$ cat src/rtl/conv1_feed_pkg.sv
// Shared definitions for the conv1 input feed path.
// Holds activation/channel widths, the window size, the pixel type and the
// mapping from (channel, window row, window column) to a bit offset inside
// the flat conv1 activation vector.
package conv1_feed_pkg;

    localparam int DW    = 16;               // bits per activation
    localparam int CH    = 3;                // channels per pixel
    localparam int K     = 3;                // window is K x K
    localparam int PIX_W = CH * DW;          // one packed pixel
    localparam int ACT_W = K * K * CH * DW;  // one flat window

    typedef logic [PIX_W-1:0] pix_t;

    // Channel-major layout: channel c owns a K*K*DW slice, and inside it
    // tap ky*K+kx owns a DW slice (tap 0 = top-left/oldest pixel).
    function automatic int act_offset(input int c, input int ky, input int kx);
        return c * K * K * DW + (ky * K + kx) * DW;
    endfunction

endpackage

$ cat src/rtl/line_buffer.sv
// Enable-gated delay line of DEPTH entries.
// Ports:
//   clk, rstn : clock, asynchronous active-low reset
//   en        : push din and advance the line by one entry
//   din       : entry written this push
//   dout      : entry pushed DEPTH pushes ago
module line_buffer #(
    parameter int DEPTH = 8,
    parameter int WIDTH = 48
) (
    input  logic             clk,
    input  logic             rstn,
    input  logic             en,
    input  logic [WIDTH-1:0] din,
    output logic [WIDTH-1:0] dout
);

    logic [DEPTH-1:0][WIDTH-1:0] mem;

    // Contents are cleared on reset only to keep simulation free of X;
    // no window ever reads an entry that was not written in the same frame.
    always_ff @(posedge clk or negedge rstn) begin
        if (!rstn) begin
            mem <= '0;
        end else if (en) begin
            mem[0] <= din;
            for (int i = 1; i < DEPTH; i++) begin
                mem[i] <= mem[i-1];
            end
        end
    end

    assign dout = mem[DEPTH-1];

endmodule

$ cat src/rtl/conv1_window_gen.sv
// Streaming 3x3 window generator feeding conv1.
// Accepts one CH-channel pixel per cycle in raster order, keeps two rows in
// line buffers and emits the full 3x3xCH window for every valid (no padding,
// stride 1) window position.
// Ports:
//   clk, rstn  : clock, asynchronous active-low reset
//   in_valid   : pixel present (no backpressure)
//   in_sof     : with in_valid, this pixel is row 0 / col 0
//   in_pixel   : channel c at [c*DW +: DW]
//   out_valid  : one-cycle window strobe (drives conv1.valid)
//   out_act    : flat window (drives conv1.input_act)
//   out_eof    : set with the last window of a frame
module conv1_window_gen #(
    parameter int IMG_W = 8,
    parameter int IMG_H = 8,
    parameter int CH    = 3,
    parameter int DW    = 16
) (
    input  logic              clk,
    input  logic              rstn,
    input  logic              in_valid,
    input  logic              in_sof,
    input  logic [CH*DW-1:0]  in_pixel,
    output logic              out_valid,
    output logic [9*CH*DW-1:0] out_act,
    output logic              out_eof
);
    import conv1_feed_pkg::*;

    localparam int CW = $clog2(IMG_W);
    localparam int RW = $clog2(IMG_H);

    logic [CW-1:0] col, cur_col;
    logic [RW-1:0] row, cur_row;
    logic          last_col, last_row, emit;

    pix_t lb1_out, lb0_out;

    logic [K-1:0][K-1:0][PIX_W-1:0] win, win_next;
    logic [9*CH*DW-1:0]             act_next;

    // lb1 delays by one row (pixel directly above), lb0 chains off lb1 for
    // the pixel two rows above.
    line_buffer #(.DEPTH(IMG_W), .WIDTH(PIX_W)) u_lb1 (
        .clk  (clk),
        .rstn (rstn),
        .en   (in_valid),
        .din  (in_pixel),
        .dout (lb1_out)
    );

    line_buffer #(.DEPTH(IMG_W), .WIDTH(PIX_W)) u_lb0 (
        .clk  (clk),
        .rstn (rstn),
        .en   (in_valid),
        .din  (lb1_out),
        .dout (lb0_out)
    );

    // Position of the pixel being accepted; in_sof overrides the counters.
    always_comb begin
        cur_col  = in_sof ? '0 : col;
        cur_row  = in_sof ? '0 : row;
        last_col = (cur_col == CW'(IMG_W - 1));
        last_row = (cur_row == RW'(IMG_H - 1));
        emit     = in_valid && (cur_row >= RW'(2)) && (cur_col >= CW'(2));
    end

    // Window after this pixel: each row shifts toward kx=0, newest column
    // comes from lb0 (top), lb1 (middle) and the incoming pixel (bottom).
    always_comb begin
        win_next = win;
        for (int ky = 0; ky < K; ky++) begin
            win_next[ky][0] = win[ky][1];
            win_next[ky][1] = win[ky][2];
        end
        win_next[0][2] = lb0_out;
        win_next[1][2] = lb1_out;
        win_next[2][2] = in_pixel;
    end

    always_comb begin
        act_next = '0;
        for (int c = 0; c < CH; c++) begin
            for (int ky = 0; ky < K; ky++) begin
                for (int kx = 0; kx < K; kx++) begin
                    act_next[act_offset(c, ky, kx) +: DW] = win_next[ky][kx][c*DW +: DW];
                end
            end
        end
    end

    always_ff @(posedge clk or negedge rstn) begin
        if (!rstn) begin
            col       <= '0;
            row       <= '0;
            win       <= '0;
            out_valid <= 1'b0;
            out_eof   <= 1'b0;
            out_act   <= '0;
        end else if (in_valid) begin
            win       <= win_next;
            out_valid <= emit;
            out_eof   <= emit && last_row && last_col;
            if (emit) begin
                out_act <= act_next;
            end
            if (last_col) begin
                col <= '0;
                row <= last_row ? '0 : cur_row + RW'(1);
            end else begin
                col <= cur_col + CW'(1);
                row <= cur_row;
            end
        end else begin
            // Gap: positions and window hold, no strobe.
            out_valid <= 1'b0;
            out_eof   <= 1'b0;
        end
    end

endmodule

$ cat config.mk
export PLATFORM = sky130hd
export DESIGN_NAME = conv1_window_gen
export DESIGN_NICKNAME = d
export VERILOG_FILES = /design/src/rtl/conv1_feed_pkg.sv /design/src/rtl/line_buffer.sv /design/src/rtl/conv1_window_gen.sv
export SDC_FILE = /design/constraint.sdc
export NUM_CORES = 1
export LEC_CHECK = 0
export ABC_AREA = 1
export ABC_CLOCK_PERIOD_IN_PS = 1900
export CAP_MARGIN = 20
export CORE_UTILIZATION = 30
export CTS_BUF_LIST = sky130_fd_sc_hd__clkbuf_4
export CTS_CLUSTER_SIZE = 25
export DETAILED_ROUTE_END_ITERATION = 6
export PLACE_DENSITY_LB_ADDON = 0.08
export RECOVER_POWER = 50
export SKIP_CTS_REPAIR_TIMING = 1
export SYNTH_ARGS = -nofsm -noshare
export SYNTH_HDL_FRONTEND = slang
export SYNTH_HIERARCHICAL = 1
export SYNTH_SLANG_ARGS = --single-unit
$ cat constraint.sdc
create_clock -name clk -period 1.9 [get_ports clk]
set_input_delay 0.19 -clock clk [delete_from_list [all_inputs] [get_ports clk]]
set_output_delay 0.19 -clock clk [all_outputs]
set_load 0.05 [all_outputs]
**Word level (Yosys, flattened, before mapping)**

Index checks and enable logic that the tools add are counted.

- Register bits: 1304
- Latch bits: 0
- Memory bits (writable): 0
- Memory bits (read-only): 0
- Input port bits: 52
- Output and inout bits: 434
- Word-level logic and storage cells: 41
- Memories kept: 0

- Add/sub/neg operators: 2
- Multipliers: 0
- Div/mod/pow operators: 0
- Order comparisons: 2
- Equality and inequality tests: 2
- Shift-type cells: 0
- Multiplexer cells: 7
- Bitwise operators: 0
- Reduce and logical (&&, ||, !) cells: 5

Operator list:

| kind | number |
|---|---|
| 3-bit two-way mux | 5 |
| 3-bit by 1-bit adder with 3-bit output, second input constant | 2 |
| 3-bit equality test, second input constant | 2 |
| 3-bit by 2-bit greater-or-equal comparator with 1-bit output, second input constant | 2 |
| 1-bit logical AND | 4 |
| 1-bit two-way mux | 2 |
| 2-bit AND reduction | 1 |

**Depth between registers and ports, before layout**

- Depth in word-level cells: 7
- Gate-level depth with buffers: 13
- Mapped depth without buffers: 9

**Cells and area by module**

Netlist, hierarchy kept.

By module, submodules not included:

| module | times used | cells an instance | area each (sq um) | seq. area each (sq um) |
|---|---|---|---|---|
| line_buffer | 2 | 1670 | 15006.9 | 9609.2 |
| conv1_window_gen | 1 | 3045 | 28677.5 | 18217.5 |

**Least setup slack after synthesis**

Ideal clock, no wire load.

- Path kind: register -> register
- Start: reg col[0]
- End: reg out_act[207]
- Setup time: 66 ps
- Arrival: 1576 ps
- Data required time: 1834 ps
- Path slack: 258 ps
- Cell stages (with the launch flop): 14
- Buffers on the path: 4
- Clock period less this slack: 1642 ps
- Path through: dfrtp_1 > inv_1 > nor2_1 > inv_1 > ha_1 > inv_1 > nand3_1 > buf_4 > nand3_2 > buf_6 > buf_4 > buf_2 > nand2_1 > nand2_1

- Cells in the longest elaborated chain, start to end: 4

Ends and longest elaborated chain:

| element | line | source |
|---|---|---|
| start: declaration | conv1_window_gen.sv:33 | `logic [CW-1:0] col, cur_col;` |
| start signal: assignment | conv1_window_gen.sv:112 | `col <= cur_col + CW'(1);` |
| 3-bit two-way mux | conv1_window_gen.sv:62 | `cur_col = in_sof ? '0 : col;` |
| 3-bit by 2-bit greater-or-equal comparator with 1-bit output | conv1_window_gen.sv:66 | `emit = in_valid && (cur_row >= RW'(2)) && (cur_col >= CW'(2));` |
| 1-bit logical AND | conv1_window_gen.sv:66 |  |
| 2-bit AND reduction (no line) | n/a |  |
| end signal: assignment | conv1_window_gen.sv:106 | `out_act <= act_next;` |
| end: declaration | conv1_window_gen.sv:25 | `output logic [9*CH*DW-1:0] out_act,` |

Every way passes these cells.
A chain may end at the register's enable or synchronous reset.

==> run summary <==
## Detailed routing
* **Initial DRT Pass Iterations** 6
* **Total Wirelength** 191000 um
* **Vias** 45.5k
* **First DRT Iteration DRCs** 2982
* **number of DRC violations after detailed routing** 0
* **detail-routed net length per standard cell** 18.9 um
* **Vias/cell** 4.50
* **Antenna Nets Post-Route** 0

## Die
* **Boundary Pins** 486
* **floorplan die width** 444 um
* **overall die height** 444 um
* **row count** 161
* **Starting Density** 30.3%
* **core region area** 193000 sq um
* **die area** 197000 sq um

## Worst setup path
* **Setup CP Type** input port to async pin
* **worst reg-to-reg setup slack** 0.01 ns
* **Worst Path Required** 3.27 ns
* **delay of the slowest critical-path stage** 0.75 ns
* **crit path launch type** input port
* **arrival time reported for the critical path endpoint** 3.63 ns
* **CP max stage cell** sky130_fd_sc_hd__clkbuf_4
* **delay-heaviest family, CP** buffers and inverters
* **Top cell by count, worst path** sky130_fd_sc_hd__dlygate4sd3_1
* **Crit. End Element** async pin
* **number of buffer and inverter instances along the worst setup path** 7
* **Critical Path Fanout Max** 50
* **Critical Path, Cell by Cell** dlygate4sd3_1 > dlygate4sd3_1 > dlygate4sd3_1 > buf_16 > clkbuf_4 > buf_8 > buf_12

## Global routing
* **global-route wire length before repair** 285000 um
* **All-Layer GR Usage** 18.7%
* **global routing usage on met1** 24.0%
* **gr ovfl total** 0
* **pin count of the biggest net entering global routing** 109
* **most used routing layer in global routing** met2
* **number of antenna violations at the first check in global routing** 2
* **global-route met3 utilization** 3.38%
* **met2 usage in global routing** 31.5%
* **number of global-route vias before repair** 45.9k

## Finish
* **fillcell total** 20.3k
* **fraction of layout instances using a drive strength above 1** 21.2%
* **synth-to-layout area growth** 27.4%
* **Net count, final** 7385

## STA
* **worst-case clock skew** 0.119 ns
* **Fin Setup TNS** -240.81 ns
* **achievable clock frequency** 443 MHz
* **final clock period utilization by the worst path** 119%
* **relative slew slack** 21.4%
* **Final setup viols** 1948
* **count of pins over their slew limit** 0
* **final hold vios** 0
* **setup slack after layout** -0.357 ns
* **post-layout min period** 2.26 ns
* **setup repair after global routing missed its margin** true
* **Slew @ Worst Pin** 1.18 ns

## Status
* **run status** complete, but fails checks
* **failing checks** negative setup slack

## Clocking
* **clock slew at reported path FFs** 0.06 ns
* **CTS tree** yes
* **later-pin clock latency in the skew report** 1.31 ns
* **number of clock sinks seen by CTS** 1496
* **maximum buffer depth of the clock tree** 4
* **TritonCTS buffer count** 435
* **Root Driver** sky130_fd_sc_hd__clkbuf_4
* **htree depth** 5

## Power
* **power density over cell area** 966 nW/um^2
* **combinational share of power** 8.9%
* **share of total power consumed by net switching** 27.8%
* **Total Power** 0.0722 W
* **Static Leakage** 40.4 nW
* **Sequential Power Share** 52.0%
* **maximum vdd ir drop** 0.477 mV
* **net switching power figure** 0.0201 W
* **clock group share of total power** 39.1%
* **internal portion of total power** 0.0521 W

## Synthesis
* **nets in the synthesized netlist** 6443
* **number of warnings reported in the yosys synthesis log** 6
* **number of distinct library cell variants in the gate-level netlist after synthesis** 20
* **share of synthesized area occupied by flip-flops and latches** 63.8%
* **Mapped Avg Cell Area** 9.19 sq um
* **synthesized area** 58700 sq um
* **post-synthesis instance total** 6385
* **#FFs+latches synth** 1496

## Place
* **post-DP HPWL** 127000 um
* **global placement routability congestion** 0.790
* **number of input and output port buffers inserted** 485

## Flow run
* **max cap viols** 0

## Min path
* **type of the worst min-delay path** input port to flip-flop

==> worst reg2reg max path, cell delays in order, from the launching register on <==
cell and delay, ns:
sky130_fd_sc_hd__dfrtp_1 0.38, sky130_fd_sc_hd__nand2_2 0.09, sky130_fd_sc_hd__inv_2 0.06, sky130_fd_sc_hd__ha_4 0.15, sky130_fd_sc_hd__nand3b_1 0.19, sky130_fd_sc_hd__buf_4 0.17
sky130_fd_sc_hd__nand3_4 0.15, sky130_fd_sc_hd__buf_12 0.17, sky130_fd_sc_hd__buf_16 0.17, sky130_fd_sc_hd__clkbuf_16 0.23, sky130_fd_sc_hd__nand2_2 0.05, sky130_fd_sc_hd__nand2_1 0.05
==> cells by family after synthesis <==
logic type,count (synthesis),share of synthesized area [%]
simple gates,3909,26.9
compound gates,293,2.51
flops,1496,63.8
xor+xnor,1,0.0149
fa+ha+maj,6,0.128
buf+inv,680,6.70
==> power by group through the flow <==
stage,registers (W),clock network [W],logic (W)
finish,0.0375,0.0283,0.00643
global route,0.0380,0.0313,0.00748
global placement,0.0381,0,0.00654
floorplan,0.0370,0,0.00454
detailed placement,0.0382,0,0.00664
CTS,0.0376,0.0296,0.00666
==> path summary, 6_finish.rpt <==
path | to | startpoint | cells past startpoint
worst max-delay path | u_lb1/mem[317]$_DFFE_PN0P_ | rstn | 7
worst min-delay path | act_next[270]$_DFFE_PN0P_ | in_pixel[30] | 4
worst max register to register | out_act[72]$_DFFE_PN0P_ | row[1]$_DFFE_PN0P_ | 11
worst min register to register | u_lb1/dout[21]$_DFFE_PN0P_ | u_lb1/mem[309]$_DFFE_PN0P_ | 2
max in group clk | out_act[98] | out_act[98]$_DFFE_PN0P_ | 1
min in group asynchronous | out_act[23]$_DFFE_PN0P_ | rstn | 5
==> synthesized netlist by cell type <==
library cell               instances  area, sq um
sky130_fd_sc_hd__nand2_1        3470        13000
sky130_fd_sc_hd__buf_4           128          961
sky130_fd_sc_hd__o221ai_1          1         8.76
sky130_fd_sc_hd__ha_1              6         75.1
sky130_fd_sc_hd__nand3_1           3         15.0
sky130_fd_sc_hd__inv_1           155          582
sky130_fd_sc_hd__nand3_2           1         10.0
sky130_fd_sc_hd__buf_6            86          968
sky130_fd_sc_hd__nor2_1            2         7.51
sky130_fd_sc_hd__inv_4             2         12.5
sky130_fd_sc_hd__nand3b_1          1         7.51
sky130_fd_sc_hd__xor2_1            1         8.76
sky130_fd_sc_hd__clkbuf_1        105          394
sky130_fd_sc_hd__inv_2             1         3.75
sky130_fd_sc_hd__buf_2           198          991
sky130_fd_sc_hd__o21ai_0         291         1460
sky130_fd_sc_hd__o211ai_1          1         7.51
sky130_fd_sc_hd__nand4_1         432         2700
sky130_fd_sc_hd__buf_1             5         18.8
sky130_fd_sc_hd__dfrtp_1        1496        37400
==> state kept, by name (all words and copies together), names as in the netlist, 3 cells and up <==
name,count
row,3
u_lb1/mem,336
col,3
out_act,432
act_next,288
u_lb0/dout,48
u_lb0/mem,336
u_lb1/dout,48
==> stage by stage <==
stage / std cells / hold slack, ns / utilization (%) / setup slack [ns] / area (sq um)
after floorplan: 6385 / -0.106 / - / 0.258 / 58700
after global placement: 9158 / 0.0942 / 34.5 / -0.435 / 66700
after detailed placement: 9158 / 0.0905 / 34.5 / -0.473 / 66700
after CTS: 9846 / -1.41 / 37.0 / -1.23 / 71600
after global routing: 10100 / -0.00978 / 38.7 / -0.454 / 74800
final: 10100 / 0.147 / 38.7 / -0.357 / 74800
==> metal layers <==
metal,part of all wire [%],wire (um),vias up
met5,0,0,-
met4,3.0,5710,0
met3,3.6,6870,364
met2,50,94600,902
met1,44,83700,22000
li1,-,-,22300
==> cell usage in the layout (no fill, tap or decap), types with 6 or more instances in the layout <==
cell                              Yosys  layout
sky130_fd_sc_hd__o21ai_0            291     291
sky130_fd_sc_hd__inv_2                1       6
sky130_fd_sc_hd__buf_6               86     427
sky130_fd_sc_hd__inv_1              155     153
sky130_fd_sc_hd__diode_2              0       7
sky130_fd_sc_hd__buf_12               0      72
sky130_fd_sc_hd__buf_16               0       9
sky130_fd_sc_hd__dfrtp_2              0      60
sky130_fd_sc_hd__clkbuf_16            0      26
sky130_fd_sc_hd__dlygate4sd3_1        0      57
sky130_fd_sc_hd__nand4_1            432     432
sky130_fd_sc_hd__nand2_1           3470    3465
sky130_fd_sc_hd__clkbuf_4             0     638
sky130_fd_sc_hd__buf_8                0      27
sky130_fd_sc_hd__dfrtp_1           1496    1436
sky130_fd_sc_hd__clkdlybuf4s50_1      0      49
sky130_fd_sc_hd__clkbuf_1           105      17
sky130_fd_sc_hd__buf_4              128     290
sky130_fd_sc_hd__clkinv_1             0      61
sky130_fd_sc_hd__clkbuf_2             0      29
==> final cells by class <==
| class | instances | area (sq um) | area share (%) |
|---|---|---|---|
| multi-input combinational | 4209 | 17400 | 23.2 |
| tap | 2526 | 3160 | 4.23 |
| antenna | 7 | 17.5 | 0.0234 |
| inverter | 158 | 604 | 0.808 |
| clock inverter | 70 | 297 | 0.397 |
| timing repair buffer | 1027 | 11200 | 14.9 |
| clock buffer | 618 | 4640 | 6.21 |
| sequential | 1496 | 37500 | 50.2 |
No activity file was read; power rests on OpenSTA's default activity.
